**config.mk**
```make
export PLATFORM = sky130hd
export DESIGN_NAME = rotate_left_seq
export DESIGN_NICKNAME = d
export VERILOG_FILES = /design/src/rtl/rotate_left_seq.sv
export SDC_FILE = /design/constraint.sdc
export NUM_CORES = 1
export LEC_CHECK = 0
export BUFFER_PORTS_ARGS = -buffer_cell sky130_fd_sc_hd__clkbuf_2
export CAP_MARGIN = 20
export CORE_ASPECT_RATIO = 0.6
export CORE_UTILIZATION = 55
export CTS_CLUSTER_DIAMETER = 50
export DETAILED_ROUTE_END_ITERATION = 6
export PLACE_DENSITY = 0.79
export SYNTH_ARGS = -nofsm -noshare
export SYNTH_HDL_FRONTEND = slang
export SYNTH_SLANG_ARGS = --single-unit
```
**constraint.sdc**
```tcl
create_clock -name clk -period 3.2 [get_ports clk]
set_clock_uncertainty 0.15 [all_clocks]
set_input_delay 0.32 -clock clk [delete_from_list [all_inputs] [get_ports clk]]
set_output_delay 0.32 -clock clk [all_outputs]
set_load 0.01 [all_outputs]
```
**src/rtl/rotate_left_seq.sv**
```systemverilog
// Multi-cycle rotate-left unit: captures A/B on start, applies one power-of-two
// rotation step per cycle (log-step), and returns R with a one-cycle done pulse.
module rotate_left_seq #(
  parameter int unsigned WIDTH = 32,
  parameter int unsigned LOG2W = 5
) (
  input  logic             clk,
  input  logic             clr,
  input  logic             start,
  input  logic [WIDTH-1:0] A,
  input  logic [WIDTH-1:0] B,
  output logic             busy,
  output logic             done,
  output logic [WIDTH-1:0] R
);

  localparam int unsigned CW = (LOG2W > 1) ? $clog2(LOG2W) : 1;

  typedef enum logic {IDLE, ROT} state_t;

  state_t             state_q, state_d;
  logic [WIDTH-1:0]   acc_q, acc_d;
  logic [WIDTH-1:0]   r_q, r_d;
  logic [LOG2W-1:0]   amt_q, amt_d;
  logic [CW-1:0]      cnt_q, cnt_d;
  logic               done_q, done_d;
  logic [2*WIDTH-1:0] dbl;
  logic [WIDTH-1:0]   rot_step;
  logic [WIDTH-1:0]   step_val;

  // Rotate by 2^cnt: upper half of the doubled word shifted left.
  always_comb begin
    dbl      = {acc_q, acc_q} << (WIDTH'(1) << cnt_q);
    rot_step = dbl[2*WIDTH-1:WIDTH];
    step_val = amt_q[cnt_q] ? rot_step : acc_q;
  end

  always_comb begin
    state_d = state_q;
    acc_d   = acc_q;
    amt_d   = amt_q;
    cnt_d   = cnt_q;
    r_d     = r_q;
    done_d  = 1'b0;
    case (state_q)
      IDLE: begin
        if (start) begin
          acc_d   = A;
          amt_d   = B[LOG2W-1:0];
          cnt_d   = '0;
          state_d = ROT;
        end
      end
      ROT: begin
        acc_d = step_val;
        cnt_d = cnt_q + CW'(1);
        if (cnt_q == CW'(LOG2W - 1)) begin
          r_d     = step_val;
          done_d  = 1'b1;
          state_d = IDLE;
        end
      end
      default: state_d = IDLE;
    endcase
  end

  always_ff @(posedge clk or negedge clr) begin
    if (!clr) begin
      state_q <= IDLE;
      acc_q   <= '0;
      amt_q   <= '0;
      cnt_q   <= '0;
      r_q     <= '0;
      done_q  <= 1'b0;
    end else begin
      state_q <= state_d;
      acc_q   <= acc_d;
      amt_q   <= amt_d;
      cnt_q   <= cnt_d;
      r_q     <= r_d;
      done_q  <= done_d;
    end
  end

  assign busy = (state_q == ROT);
  assign done = done_q;
  assign R    = r_q;

endmodule

```
# Word-level counts from Yosys, hierarchy flattened
# Index checks and enable logic that the tools add are counted.
# totals
reg_bits,74
input_bits,67
wordCells,27
# op_classes
add_sub_neg,1
n_lt_le_gt_ge,1
eq_ne,2
n_shift,2
muxes,12
bitwise_logic,1
n_reduce_logical,2
# op_table
operator,n
two-way mux 32 bit,2
one-hot mux 32 bit (2 select lines),1
<< shifter 64 x 32 -> 64 bit,1
"<< shifter 1 x 3 -> 32 bit, first input constant",1
one-hot mux 3 bit (2 select lines),1
two-way mux 1 bit,5
"< comparator 3 x 4 -> 1 bit, second input constant",1
AND reduction 2 bit,2
"adder 3 x 1 -> 3 bit, second input constant",1
binary-select mux 1 bit (select 3 bit),1
"== test 3 bit, second input constant",1
two-way mux 3 bit,1
"!= test 2 bit, second input constant",1
one-hot mux 1 bit (2 select lines),1
inverter 1 bit,1

# Depth between registers and ports, before layout
# logic_depth
ltp_word,4
mapped_depth,12
depth_no_buf,8

# Worst setup path before layout
# No wires, ideal clock.
# synth_path
path_kind,reg-to-reg
startpoint,register cnt_q[2]
endpoint,"register r_q[15], in the netlist R[15]"
t_arrival_ns,2.407
t_required_ns,2.968
setup_slack_ns,0.561
stages_incl_launch_ff,11
n_path_buf,4
synth_period_minus_slack_ns,2.639
cell_sequence,dfrtp_1 buf_2 clkinv_1 ha_1 clkbuf_1 inv_1 clkbuf_1 clkbuf_1 mux2i_1 a21oi_1 o22ai_1
# synth_between
elab_chain_cells,3
# synth_lines
element,line,text
from (decl),25,"logic [CW-1:0] cnt_q, cnt_d;"
from (signal assigned),79,cnt_q <= cnt_d;
<< shifter 1 x 3 -> 32 bit or binary-select mux 1 bit (select 3 bit) (tied branches),"33, 35",
<< shifter 64 x 32 -> 64 bit or two-way mux 1 bit (tied branches),"33, 35",
two-way mux 32 bit,35,step_val = amt_q[cnt_q] ? rot_step : acc_q;
to (signal assigned),80,r_q <= r_d;
to (decl),23,"logic [WIDTH-1:0] r_q, r_d;"
# Parallel ways exist; a longest one is shown, timed or not. The select of a mux whose other input is x is not followed.
# A chain may end at the register's enable or synchronous reset.

# Worst setup path after layout
# layout_path
startpoint,register cnt_q[0]
endpoint,register acc_q[8]
# layout_between
elab_chain_cells,4
# layout_lines
element,line,text
<< shifter 1 x 3 -> 32 bit or binary-select mux 1 bit (select 3 bit) (tied branches),"33, 35",
<< shifter 64 x 32 -> 64 bit or two-way mux 1 bit (tied branches),"33, 35",
two-way mux 32 bit *,35,
one-hot mux 32 bit (2 select lines) *,45,case (state_q)
to (signal assigned),70,acc_q <= '0;
to (signal assigned),77,acc_q <= acc_d;
to (decl),22,"logic [WIDTH-1:0] acc_q, acc_d;"
# Every way passes the cells marked *; elsewhere a longest branch is shown, timed or not. The select of a mux whose other input is x is not followed.

==> reports/qor.yml <==
yosys:
  yosys_warnings: 0
  syn_nets: 921
  ys_async_sr_fraction_pct: 100.0
  synth_edf_count: 0
  ys.flop_type: "dfrtp_1"
  synth.avg_cell_area_um2: 8.242
  seq_area_frac_synth_pct: 26.49
  ys_seq_elements: 74
  netlist_instances: 848
  ys_types: 82
  netlist_area_mm2: 0.006989
timing:
  fin_hold_ws_ns: 0.05394
  slew_viol_final: 0
  period_share_pct: 101.3
  tns_ns: -0.05452
  finalHoldViolations: 0
  rsz0062_at_grt: "false"
  maxSlewHeadroom_pct: 41.08
  layout_setup_ws_ns: -0.04278
  setup_violations: 2
  worstMarginPinSlew_ns: 0.8805
  min_period_ns: 3.243
  max_freq_mhz: 308.4
critical_path:
  crit_buf_inv: 2
  r2r_start: "cnt_q[0]"
  rr_worst_depth: 9
  arrival_ns: 3.32
  worst_setup_path_end_kind: "flop"
  r2r_slack_ns: -0.04
  cp_cell_sequence: "inv_1, ha_1, nor2b_2, buf_4, o21ai_0, o22ai_1, a211oi_1, o211ai_1, nand2_1"
  cp_slowest_cell: "nor2b_2"
  crit_start: "cnt_q[0]"
  r2r_end: "acc_q[8]"
  crit_end: "acc_q[8]"
  path_class: "flop to flop"
  critical_path.max_stage_delay_ns: 0.59
  critPathMaxFanout: 12
  startpoint_type: "flop"
  cp_top_family: "compound AO/OA/AOI/OAI gates"
  required_ns: 3.27
  worstSetupPathDepth: 9
cts:
  cts_num_sinks: 74
  htree_num_levels: 3
  path_clk_slew_ns: 0.07
  clk_path_buf_depth: 2
  cts_root_buf: "clkbuf_16"
  cts_made_buffers: 9
  cts_tree: "built"
  cts_setup_buffers: 0
  clock_latency_ns: 0.35
route:
  firstDrtPassIters: 7
  vias: 8218
  drc: 0
  routedWlPerCell_um: 28.82
  drt-vias-per-instance: 7.377
  ant_nets: 0
  routed_wl_mm: 32.11
  drtIter0Drc: 1428
outcome:
  run_status: "complete, but fails checks"
  violations: "negative setup slack"
floorplanning:
  die_y_um: 89.32
  start_util_pct: 57.20
  rows: 31
  core_area_mm2: 0.01222
  die_w_um: 147.5
  die_area_mm2: 0.01318
  pin_count: 101
global_route:
  grt_max_degree: 67
  overflow: 0
  grt_pass1_wl_mm: 46.69
  track_usage_pct: 49.20
  antenna_found_initial: 0
  grt_pass1_vias: 7286
layout:
  instances_no_fill: 1114
  multi_input_area_mm2: 0.004651
  final_net_count: 1017
  fillers: 1062
  layout_common_cells: "nand2_1 (95), buf_4 (88), dfrtp_1 (72), clkbuf_2 (72), nor2_1 (58)"
  fin_util_pct: 67.42
  ff_latch_area_mm2: 0.001854
  final_common_cell: "nand2_1"
  drive_gt1_share_pct: 26.34
  areaGrowthSynthToFinish_pct: 17.87
  antenna_cells: 0
worst_hold_path:
  min_path_type: "primary input to flop"
placed_design:
  place.gp.congestion: 1.089
  hpwlAfterDp_mm: 23.94
  io_buffer_count: 73
  placed_cells: 1097
run:
  max-cap-violations: 0
[flip-flops by register name, indices dropped and copies added, names as in the netlist]
name	flops
done	1
acc_q	32
busy	1
amt_q	5
cnt_q	3
R	32
[synthesized netlist by cell type, types with 14 or more instances]
cell type	count	area, um2
nand2_1	95	356.6
dfrtp_1	74	1852
nor2_1	59	221.5
o21ai_0	55	275.3
a21oi_1	50	250.2
a22oi_1	35	262.8
clkbuf_1	32	120.1
mux2i_1	29	290.3
buf_2	26	130.1
o21ai_1	24	120.1
o22ai_1	22	137.6
nor3_1	19	95.09
a31oi_1	15	93.84
nand2b_1	15	93.84
or3b_1	15	131.4
buf_6	14	157.7
[per-stage QoR]
step	setup WS, ns	cell area (um2)
floorplan	0.5605	6989
global placement	0.1164	7898
detailed placement	0.1067	7898
CTS	0.07721	8210
global route	0.004415	8238
finish	-0.04278	8238
[cells by family (layout without fill, tap and decap cells)]
group	count (synthesis)	in the layout	synth area share (%)
adders and majority gates	6	6	1.074
DFF	74	74	26.49
buffers and inverters	95	196	7.608
AOI/OAI and AO/OA	344	344	36.18
and+or+nand+nor	289	289	22.40
muxes	40	40	6.248
[cell type report]
class | instances | share of cell area (%)
tap | 165 | 2.506
clock buffer | 9 | 2.734
clock inverter | 7 | 0.9417
multi-input combinational | 679 | 56.46
sequential | 74 | 22.51
inverter | 11 | 0.5012
timing repair buffer | 169 | 14.35
[worst min path at each step]
stage / cells after the start / end / from / slack (ns)
after global placement: 1 / acc_q[19] / clr / 0.24
after CTS: 2 / amt_q[1] / B[1] / 0.06
after global routing: 2 / amt_q[1] / B[1] / 0.06
final: 2 / amt_q[1] / B[1] / 0.05
after floorplan: 0 / R[0] / clr / -0.13
after detailed placement: 1 / acc_q[19] / clr / 0.25
[per-layer routing]
metal / track usage, % / wire, um / up-vias
met1: 64.75 / 12580 / 3835
met4: 21.37 / 1551 / 0
met3: 22.70 / 5476 / 155
li1: - / - / 3441
met5: 0 / 0 / -
met2: 69.00 / 12490 / 787
[worst reg2reg max path, cell delays in order, from the launching register on]
cell and delay (ns):
dfrtp_2 0.45, inv_1 0.13, ha_1 0.27, nor2b_2 0.59, buf_4 0.30, o21ai_0 0.10
o22ai_1 0.46, a211oi_1 0.15, o211ai_1 0.40, nand2_1 0.11
[what timing repair did]
action,4_1_cts,5_1_grt
resized for setup,0,8
hold endpoints to repair,51,0
hold buffers,1,0
setup endpoints to repair,0,9
Power is left out: the tool's default activity adds up to more than one toggle a clock period on the data nets, which glitch-free logic cannot reach.
